[src/rtl/sram_rw_arbiter.sv]
// sram_rw_arbiter: two-requester front end for a single-port SRAM.
// After reset it clears every SRAM entry (INIT sweep) and then arbitrates
// read/write requests (RUN). Reads return one cycle after their grant to the
// requester that issued them.
// Build option: define SRAM_ARB_RR_EN for round-robin arbitration; without it
// requester 0 has fixed priority and there is no pointer register.
module sram_rw_arbiter #(
    parameter int ADDR_W = 9,
    parameter int DATA_W = 16,
    parameter int DEPTH  = 512
) (
    input  logic              clock,
    input  logic              reset,
    input  logic              req0_valid,
    output logic              req0_ready,
    input  logic              req0_write,
    input  logic [ADDR_W-1:0] req0_addr,
    input  logic [DATA_W-1:0] req0_wdata,
    input  logic              req1_valid,
    output logic              req1_ready,
    input  logic              req1_write,
    input  logic [ADDR_W-1:0] req1_addr,
    input  logic [DATA_W-1:0] req1_wdata,
    output logic              resp0_valid,
    output logic [DATA_W-1:0] resp0_rdata,
    output logic              resp1_valid,
    output logic [DATA_W-1:0] resp1_rdata,
    output logic              sram_en,
    output logic              sram_wmode,
    output logic [ADDR_W-1:0] sram_addr,
    output logic [DATA_W-1:0] sram_wdata,
    input  logic [DATA_W-1:0] sram_rdata,
    output logic              init_done
);

    localparam logic [ADDR_W-1:0] LAST_ADDR = ADDR_W'(DEPTH - 1);

    typedef enum logic {ST_INIT, ST_RUN} state_t;

    state_t            r_state;
    logic [ADDR_W-1:0] r_init_cnt;
    logic              r_init_done;
    logic              r_rd_pend;   // a read was granted last cycle
    logic              r_rd_owner;  // requester that owns that read (0/1)

    logic w_run;
    logic w_fav0;                   // requester 0 wins on contention
    logic w_rdy0;
    logic w_rdy1;
    logic w_gnt0;
    logic w_gnt1;

    assign w_run = (r_state == ST_RUN);

`ifdef SRAM_ARB_RR_EN
    logic r_ptr;                    // 0: requester 0 favoured, 1: requester 1

    // Round-robin pointer: after any grant, favour the requester not granted.
    always_ff @(posedge clock or posedge reset) begin
        if (reset) begin
            r_ptr <= 1'b0;
        end else if (w_gnt0 | w_gnt1) begin
            r_ptr <= w_gnt0;
        end
    end

    assign w_fav0 = ~r_ptr;
`else
    assign w_fav0 = 1'b1;
`endif

    // A requester is ready when the other one is idle or when it wins contention.
    assign w_rdy0 = w_run & (~req1_valid | (req0_valid &  w_fav0));
    assign w_rdy1 = w_run & (~req0_valid | (req1_valid & ~w_fav0));
    assign w_gnt0 = req0_valid & w_rdy0;
    assign w_gnt1 = req1_valid & w_rdy1;

    assign req0_ready = w_rdy0;
    assign req1_ready = w_rdy1;
    assign init_done  = r_init_done;

    // Control FSM: clear sweep over every address, then run forever.
    always_ff @(posedge clock or posedge reset) begin
        if (reset) begin
            r_state     <= ST_INIT;
            r_init_cnt  <= '0;
            r_init_done <= 1'b0;
        end else begin
            case (r_state)
                ST_INIT: begin
                    if (r_init_cnt == LAST_ADDR) begin
                        r_state     <= ST_RUN;
                        r_init_done <= 1'b1;
                        r_init_cnt  <= '0;
                    end else begin
                        r_init_cnt <= r_init_cnt + 1'b1;
                    end
                end
                default: begin
                    r_state <= ST_RUN;
                end
            endcase
        end
    end

    // Track the owner of the read in flight so its data is routed back correctly.
    always_ff @(posedge clock or posedge reset) begin
        if (reset) begin
            r_rd_pend  <= 1'b0;
            r_rd_owner <= 1'b0;
        end else begin
            r_rd_pend  <= (w_gnt0 & ~req0_write) | (w_gnt1 & ~req1_write);
            r_rd_owner <= w_gnt1;
        end
    end

    assign resp0_valid = r_rd_pend & ~r_rd_owner;
    assign resp1_valid = r_rd_pend &  r_rd_owner;
    assign resp0_rdata = sram_rdata;
    assign resp1_rdata = sram_rdata;

    // SRAM command mux: sweep writes during INIT, granted request during RUN.
    always_comb begin
        sram_en    = 1'b0;
        sram_wmode = req0_write;
        sram_addr  = req0_addr;
        sram_wdata = req0_wdata;
        if (!w_run) begin
            sram_en    = 1'b1;
            sram_wmode = 1'b1;
            sram_addr  = r_init_cnt;
            sram_wdata = '0;
        end else if (w_gnt1) begin
            sram_en    = 1'b1;
            sram_wmode = req1_write;
            sram_addr  = req1_addr;
            sram_wdata = req1_wdata;
        end else if (w_gnt0) begin
            sram_en    = 1'b1;
        end
    end

endmodule
[config.mk]
export PLATFORM = sky130hd
export DESIGN_NAME = sram_rw_arbiter
export DESIGN_NICKNAME = d
export VERILOG_FILES = /design/src/rtl/sram_rw_arbiter.sv
export SDC_FILE = /design/constraint.sdc
export NUM_CORES = 1
export LEC_CHECK = 0
export CORE_MARGIN = 2
export CORE_UTILIZATION = 31
export CTS_CLUSTER_DIAMETER = 40
export DETAILED_ROUTE_END_ITERATION = 6
export DONT_BUFFER_PORTS = 1
export SLEW_MARGIN = 40
export SYNTH_ARGS = -nofsm -noshare
export SYNTH_HDL_FRONTEND = slang
export SYNTH_SLANG_ARGS = --single-unit
[constraint.sdc]
create_clock -name clock -period 2.7 [get_ports clock]
set_clock_uncertainty 0.05 [all_clocks]
set_input_delay 0.27 -clock clock [delete_from_list [all_inputs] [get_ports clock]]
set_output_delay 0.27 -clock clock [all_outputs]
set_load 0.02 [all_outputs]
==> results of run 1 <==
metrics by stage:
stage | cell area [um^2] | worst slack [ps] | hold WS (ps) | cells
after global routing | 1120 | 469 | 215 | 166
after floorplan | 1290 | 791 | 97.0 | 151
final | 1120 | 612 | 208 | 166
after detailed placement | 1060 | 616 | 179 | 161
after global placement | 1060 | 726 | 180 | 161
after CTS | 1120 | 618 | 208 | 166
cell usage after synthesis (all sizes together) (4+ instances only):
cell type | instances | area, um^2
inv | 4 | 15.0
and2 | 4 | 25.0
nor2 | 12 | 45.0
o21ai | 5 | 25.0
mux2i | 9 | 90.1
dfrtp | 13 | 325
a22o | 17 | 149
nand2b | 4 | 25.0
nand2 | 4 | 15.0
buf | 41 | 303
a21oi | 9 | 45.0
per-layer routing:
metal,track usage [%],up-vias
li1,-,438
met1,12.3,445
met2,20.7,75
met3,5.59,2
met4,2.50,0
met5,0,-
final timing paths:
| kind | from | end | slack [ps] |
|---|---|---|---|
| setup / recovery | r_init_cnt[0] | r_init_cnt[6] | 610 |
| hold / removal | req1_write | r_rd_pend | 210 |
| min in group asynchronous | reset | r_init_cnt[7] | 460 |
| max in group asynchronous | reset | r_init_cnt[3] | 1790 |
| hold reg to reg | r_init_cnt[7] | r_init_cnt[7] | 470 |
| setup reg to reg | r_init_cnt[0] | r_init_cnt[6] | 610 |
sequential cells by signal, indices dropped and copies added, names as in the netlist:
name and flops:
r_rd_owner 1, init_done 1, r_rd_pend 1, r_state 1, r_init_cnt 9
where the power goes:
group / switching (mW) / internal [mW] / total, mW
Combinational: 0.0115 / 0.0102 / 0.0217
Clock: 0.0725 / 0.104 / 0.177
Sequential: 0 / 0.195 / 0.195
Total: 0.0840 / 0.309 / 0.393
layout make-up:
class | count | area share, %
Multi-Input combinational cell | 91 | 57.0
Sequential cell | 13 | 29.1
Tap cell | 50 | 5.60
Clock buffer | 4 | 4.03
Timing Repair Buffer | 4 | 2.91
Inverter | 4 | 1.34
layout by cell type (no fill, tap or decap), types with 2 or more instances in the layout:
| cell type | instances |
|---|---|
| a22o_1 | 17 |
| dfrtp_1 | 13 |
| nor2_1 | 12 |
| mux2i_1 | 9 |
| a21oi_1 | 9 |
| o21ai_0 | 5 |
| nand2_1 | 4 |
| nand2b_1 | 4 |
| inv_1 | 4 |
| and2_1 | 4 |
| nand3_1 | 3 |
| ha_1 | 3 |
| clkbuf_8 | 3 |
| buf_4 | 3 |
| nand4_1 | 2 |
| a31oi_1 | 2 |
| o311ai_0 | 2 |
| o41ai_1 | 2 |
logic make-up after synthesis:
family / after synthesis
buffers and inverters: 47
muxes: 10
DFF: 13
adders and majority gates: 3
AOI/OAI and AO/OA: 42
and+or+nand+nor: 36
worst max-delay path, cell delays in order (launching register included):
cell and delay [ps]:
dfrtp_1 440, ha_1 300, nand3_1 110, nor2_1 70, ha_1 250, or2_1 260, or4_1 470, nand2_1 70
what timing repair did:
item                                   4_1_cts  5_1_grt
hold buffers                                 1        0
setup endpoints to repair                    0        0
endpoints found under the hold margin       13        0
resized for setup                            0        0
==> results.tsv, run 1 <==
stage	metric	value	unit
cells_and_area	multi_input_area	637	um^2
sta	period_share	77.4	%
floorplan	io_pins	136	
global_routing	grt_max_degree	35	
power	peakVddDrop	255	uV
sta	finalSetupViolCount	0	
synth	synth_top_family_by_area	buffers and inverters	
cells_and_area	fin_util	27.9	%
floorplan	start_util	32.2	%
cells_and_area	layout-drive-gt1-share	7.76	%
placed_design	numPortBuffers	0	
cells_and_area	nets	192	
synth	yosys_warnings	0	
synth	synth-xor-area-share	0	%
floorplan	core-area	0.00400	mm^2
clocking	insertion_delay	240	ps
routing	vias	960	
sta	tightest_slew	559	ps
placed_design	hpwl	2390	um
clocking	tritoncts	done	
sta	rsz0062_at_grt	false	
clocking	numCtsBuffers	3	
floorplan	fp.dieW	68.4	um
routing	initialDrtViolationCount	26	
power	powerDensity	352	mW/mm^2
synth	ys_ff_latch	13	
sta	finalMaxSlewViolations	0	
routing	viasPerCell	5.78	
routing	m1WireLength	1060	um
clocking	path_clk_slew	60	ps
worst_setup_path	criticalPathCategory	reg -> reg	
sta	slew_headroom	62.7	%
power	p_total	393	uW
worst_setup_path	startpoint_type	register	
routing	route.met3.wl	374	um
global_routing	grt_overflow	0	
floorplan	die-area	0.00468	mm^2
global_routing	grt_use_total	11.6	%
clocking	clock_sinks	13	
synth	synthSimpleGateAreaFrac	14.9	%
clocking	h-tree-depth	1	
min_path	holdPathStages	2	
global_routing	grt_pass1_vias	880	
cells_and_area	num_antenna_cells	0	
worst_setup_path	crit_required	2830	ps
power	p_leak	0.506	nW
synth	syn_area_per_cell	8.53	um^2
clocking	cts-root-buf	clkbuf_8	
flow_run	drv_cap	0	
min_path	hp-class	in -> reg	
placed_design	place_congestion	0.803	
sta	fin_tns_setup	0	ps
worst_setup_path	worstPathMaxFanout	7	
synth	synth-main-ff-cell	dfrtp_1	
global_routing	grt_pass1_wl	4050	um
routing	firstDrtPassIters	4	
synth	synth_compound_area_share	23.8	%
routing	highest_layer	met4	
synth	synth_cell_type_count	34	
synth	synthAdderAreaFrac	2.92	%
synth	synth_enable_flop_cells	0	
routing	antenna_left	0	
cells_and_area	layout.area.seq	325	um^2
routing	drc	0	
clocking	cts_setup_buffers	0	
worst_setup_path	end_kind	register	
routing	routed_wl	2950	um
synth	async_flop_share	100	%
floorplan	num_rows	23	
sta	fin_crit	2090	ps
clocking	clockBufferDepth	2	
synth	ys_seq_area_share	25.3	%
worst_setup_path	reg2regPathDepth	7	
floorplan	die_h	68.4	um
routing	dr_wl_met2	1510	um
cells_and_area	synthToLayoutAreaGrowth	-13.2	%
synth	syn-num-nets	226	
synth	muxShareOfSynthArea	7.87	%
synth	syn_inst	151	
global_routing	antenna_found_initial	0	
sta	max_freq	479	MHz
routing	drt-wirelength-per-cell	17.7	um
status	outcome	completed	
worst_setup_path	critPathArrivalTime	2220	ps
cells_and_area	nFillCells	426	
sta	hold_viol	0	
synth	synth_area	0.00129	mm^2
(Power assumes the default switching activity.)
==> run 2, diff against run 1 <==
Clock period 2.7 ns to 1.9 ns, I/O delays scaled along.
==> results.tsv, run 2 (synthesized netlist as in run 1, its figures left out) <==
stage	metric	value	unit	change
status	outcome	completed		
worst_setup_path	end_kind	register		
sta	rsz0062_at_grt	false		
cells_and_area	layout-drive-gt1-share	22.0	%	+14 points
placed_design	place_congestion	0.806		+0.37%
worst_setup_path	slowest_delay	470	ps	about the same
routing	viasPerCell	5.67		-2.0%
sta	hold_viol	0		unchanged
floorplan	num_rows	23		unchanged
sta	finalMaxSlewViolations	0		unchanged
floorplan	core-area	0.00400	mm^2	unchanged
min_path	worstHoldStart	req1_write		
min_path	holdPathStages	2		unchanged
cells_and_area	num_antenna_cells	0		unchanged
cells_and_area	nFillCells	421		-1.2%
clocking	cts-root-buf	clkbuf_8		
cells_and_area	largest_reg_flops	9		unchanged
floorplan	die-area	0.00468	mm^2	unchanged
global_routing	grt_max_degree	29		-17%
worst_setup_path	r2r_slack	90	ps	-530 ps
placed_design	hpwl	2650	um	+11%
min_path	min_to	r_rd_pend		
worst_setup_path	worstPathMaxFanout	6		-1
worst_setup_path	worstPathCellList	ha_4 > nand3_1 > nor2_1 > ha_2 > or2_1 > or4_1 > nand2_1		
power	peakVddDrop	207	uV	-19%
cells_and_area	layout.area.seq	325	um^2	unchanged
cells_and_area	multi_input_area	654	um^2	+2.8%
worst_setup_path	critPathArrivalTime	1950	ps	-270 ps
cells_and_area	largest_register	r_init_cnt		
sta	finalSetupViolCount	0		unchanged
worst_setup_path	startpoint_type	register		
routing	initialDrtViolationCount	38		+46%
clocking	clockBufferDepth	2		unchanged
floorplan	start_util	32.2	%	unchanged
cells_and_area	nets	208		+8.3%
floorplan	io_pins	136		unchanged
min_path	hp-class	in -> reg		
routing	vias	1032		+7.5%
clocking	insertion_delay	250	ps	about the same
global_routing	grt_use_total	12.8	%	+1.1 points
floorplan	die_h	68.4	um	unchanged
worst_setup_path	reg2regPathDepth	7		unchanged
sta	max_freq	551	MHz	+15%
routing	antenna_left	0		unchanged
placed_design	numPortBuffers	0		unchanged
cells_and_area	final_common_cell	buf_4		
global_routing	grt_pass1_vias	942		+7.0%
global_routing	grt_overflow	0		unchanged
routing	firstDrtPassIters	4		unchanged
sta	hold_ws	122	ps	-85.9 ps
flow_run	drv_cap	0		unchanged
sta	period_share	95.5	%	+18 points
sta	fin_crit	1810	ps	-274 ps
global_routing	antenna_found_initial	0		unchanged
worst_setup_path	r2r_end	r_init_cnt[6]		
worst_setup_path	cp_slowest_cell	or4_1		
sta	slew_headroom	64.7	%	+2.0 points
worst_setup_path	criticalPathCategory	reg -> reg		
clocking	path_clk_slew	60	ps	about the same
clocking	h-tree-depth	1		unchanged
sta	tightest_slew	529	ps	-30.4 ps
clocking	clock_sinks	13		unchanged
power	powerDensity	451	mW/mm^2	+28%
cells_and_area	synthToLayoutAreaGrowth	-2.53	%	
routing	routed_wl	3320	um	+13%
worst_setup_path	r2r-start	r_init_cnt[0]		
clocking	tritoncts	done		
cells_and_area	final_cell_mix	buf_4, a22o_1, dfrtp_1, nor2_1		
power	p_leak	0.587	nW	+16%
clocking	numCtsBuffers	3		unchanged
sta	fin_tns_setup	0	ps	unchanged
routing	drt-wirelength-per-cell	18.2	um	+2.8%
floorplan	fp.dieW	68.4	um	unchanged
global_routing	grt_pass1_wl	4340	um	+7.2%
routing	drc	0		unchanged
worst_setup_path	crit_required	2030	ps	-800 ps
-- run 2: cell count changes in the layout (fill, tap and decap cells not counted) --
| cell | before | now |
|---|---|---|
| and2_1 | 4 | 2 |
| and2_2 | 0 | 2 |
| buf_4 | 3 | 19 |
| ha_1 | 3 | 1 |
| ha_2 | 0 | 1 |
| ha_4 | 0 | 1 |
-- run 2: through the flow --
stage          instances  power, mW  utilization (%)  cell area, um^2  setup WS [ps]
4_1_cts              181      0.575             30.8             1230           23.0
3_5_place_dp         176      0.313             29.4             1180           52.8
3_3_place_gp         176      0.311             29.4             1180            129
2_1_floorplan        151      0.405                -             1290           39.4
5_1_grt              182      0.590             31.4             1250           17.0
6_report             182      0.565             31.4             1250           85.5
-- run 2: worst max-delay path: cells and delay by family, from the launching register on --
family / cells / cell delay, ps
adder cells (fa/ha/maj): 2 / 370
AND/OR/NAND/NOR: 5 / 930
flip-flops: 1 / 410
-- run 2: final cells by class --
class	count	share of cell area (%)
clock buffers	4	3.59
inverters	4	1.20
multi-input cells	91	52.1
flip-flops and latches	13	25.9
well taps	50	4.99
repair buffers	20	12.2
-- run 2: where the power goes --
| group | leakage, nW | internal [mW] | switching [mW] |
|---|---|---|---|
| Clock | 0.0228 | 0.149 | 0.109 |
| Combinational | 0.397 | 0.0145 | 0.0167 |
| Sequential | 0.167 | 0.277 | 0 |
-- run 2: metal layers --
metal | global-route usage [%] | vias up | share of wire (%)
met4 | 5.25 | 0 | 1.7
met1 | 10.8 | 469 | 32
met5 | 0 | - | 0
li1 | - | 475 | -
met3 | 5.26 | 11 | 11
met2 | 25.5 | 77 | 55
-- run 2: worst max path at each step --
stage / from / to
floorplan: r_init_cnt[0] / r_init_cnt[6]
global placement: r_init_cnt[0] / r_init_cnt[6]
detailed placement: r_init_cnt[0] / r_init_cnt[6]
CTS: r_state / sram_wmode
global route: r_state / sram_wdata[15]
finish: r_init_cnt[0] / r_init_cnt[6]
-- run 2: repair_timing --
action                                 CTS  global route
pin swaps                                0             1
setup endpoints to repair               17            18
buffers inserted                         0             1
endpoints found under the hold margin   13             0
hold buffers                             1             0
gates resized for setup                  1             3
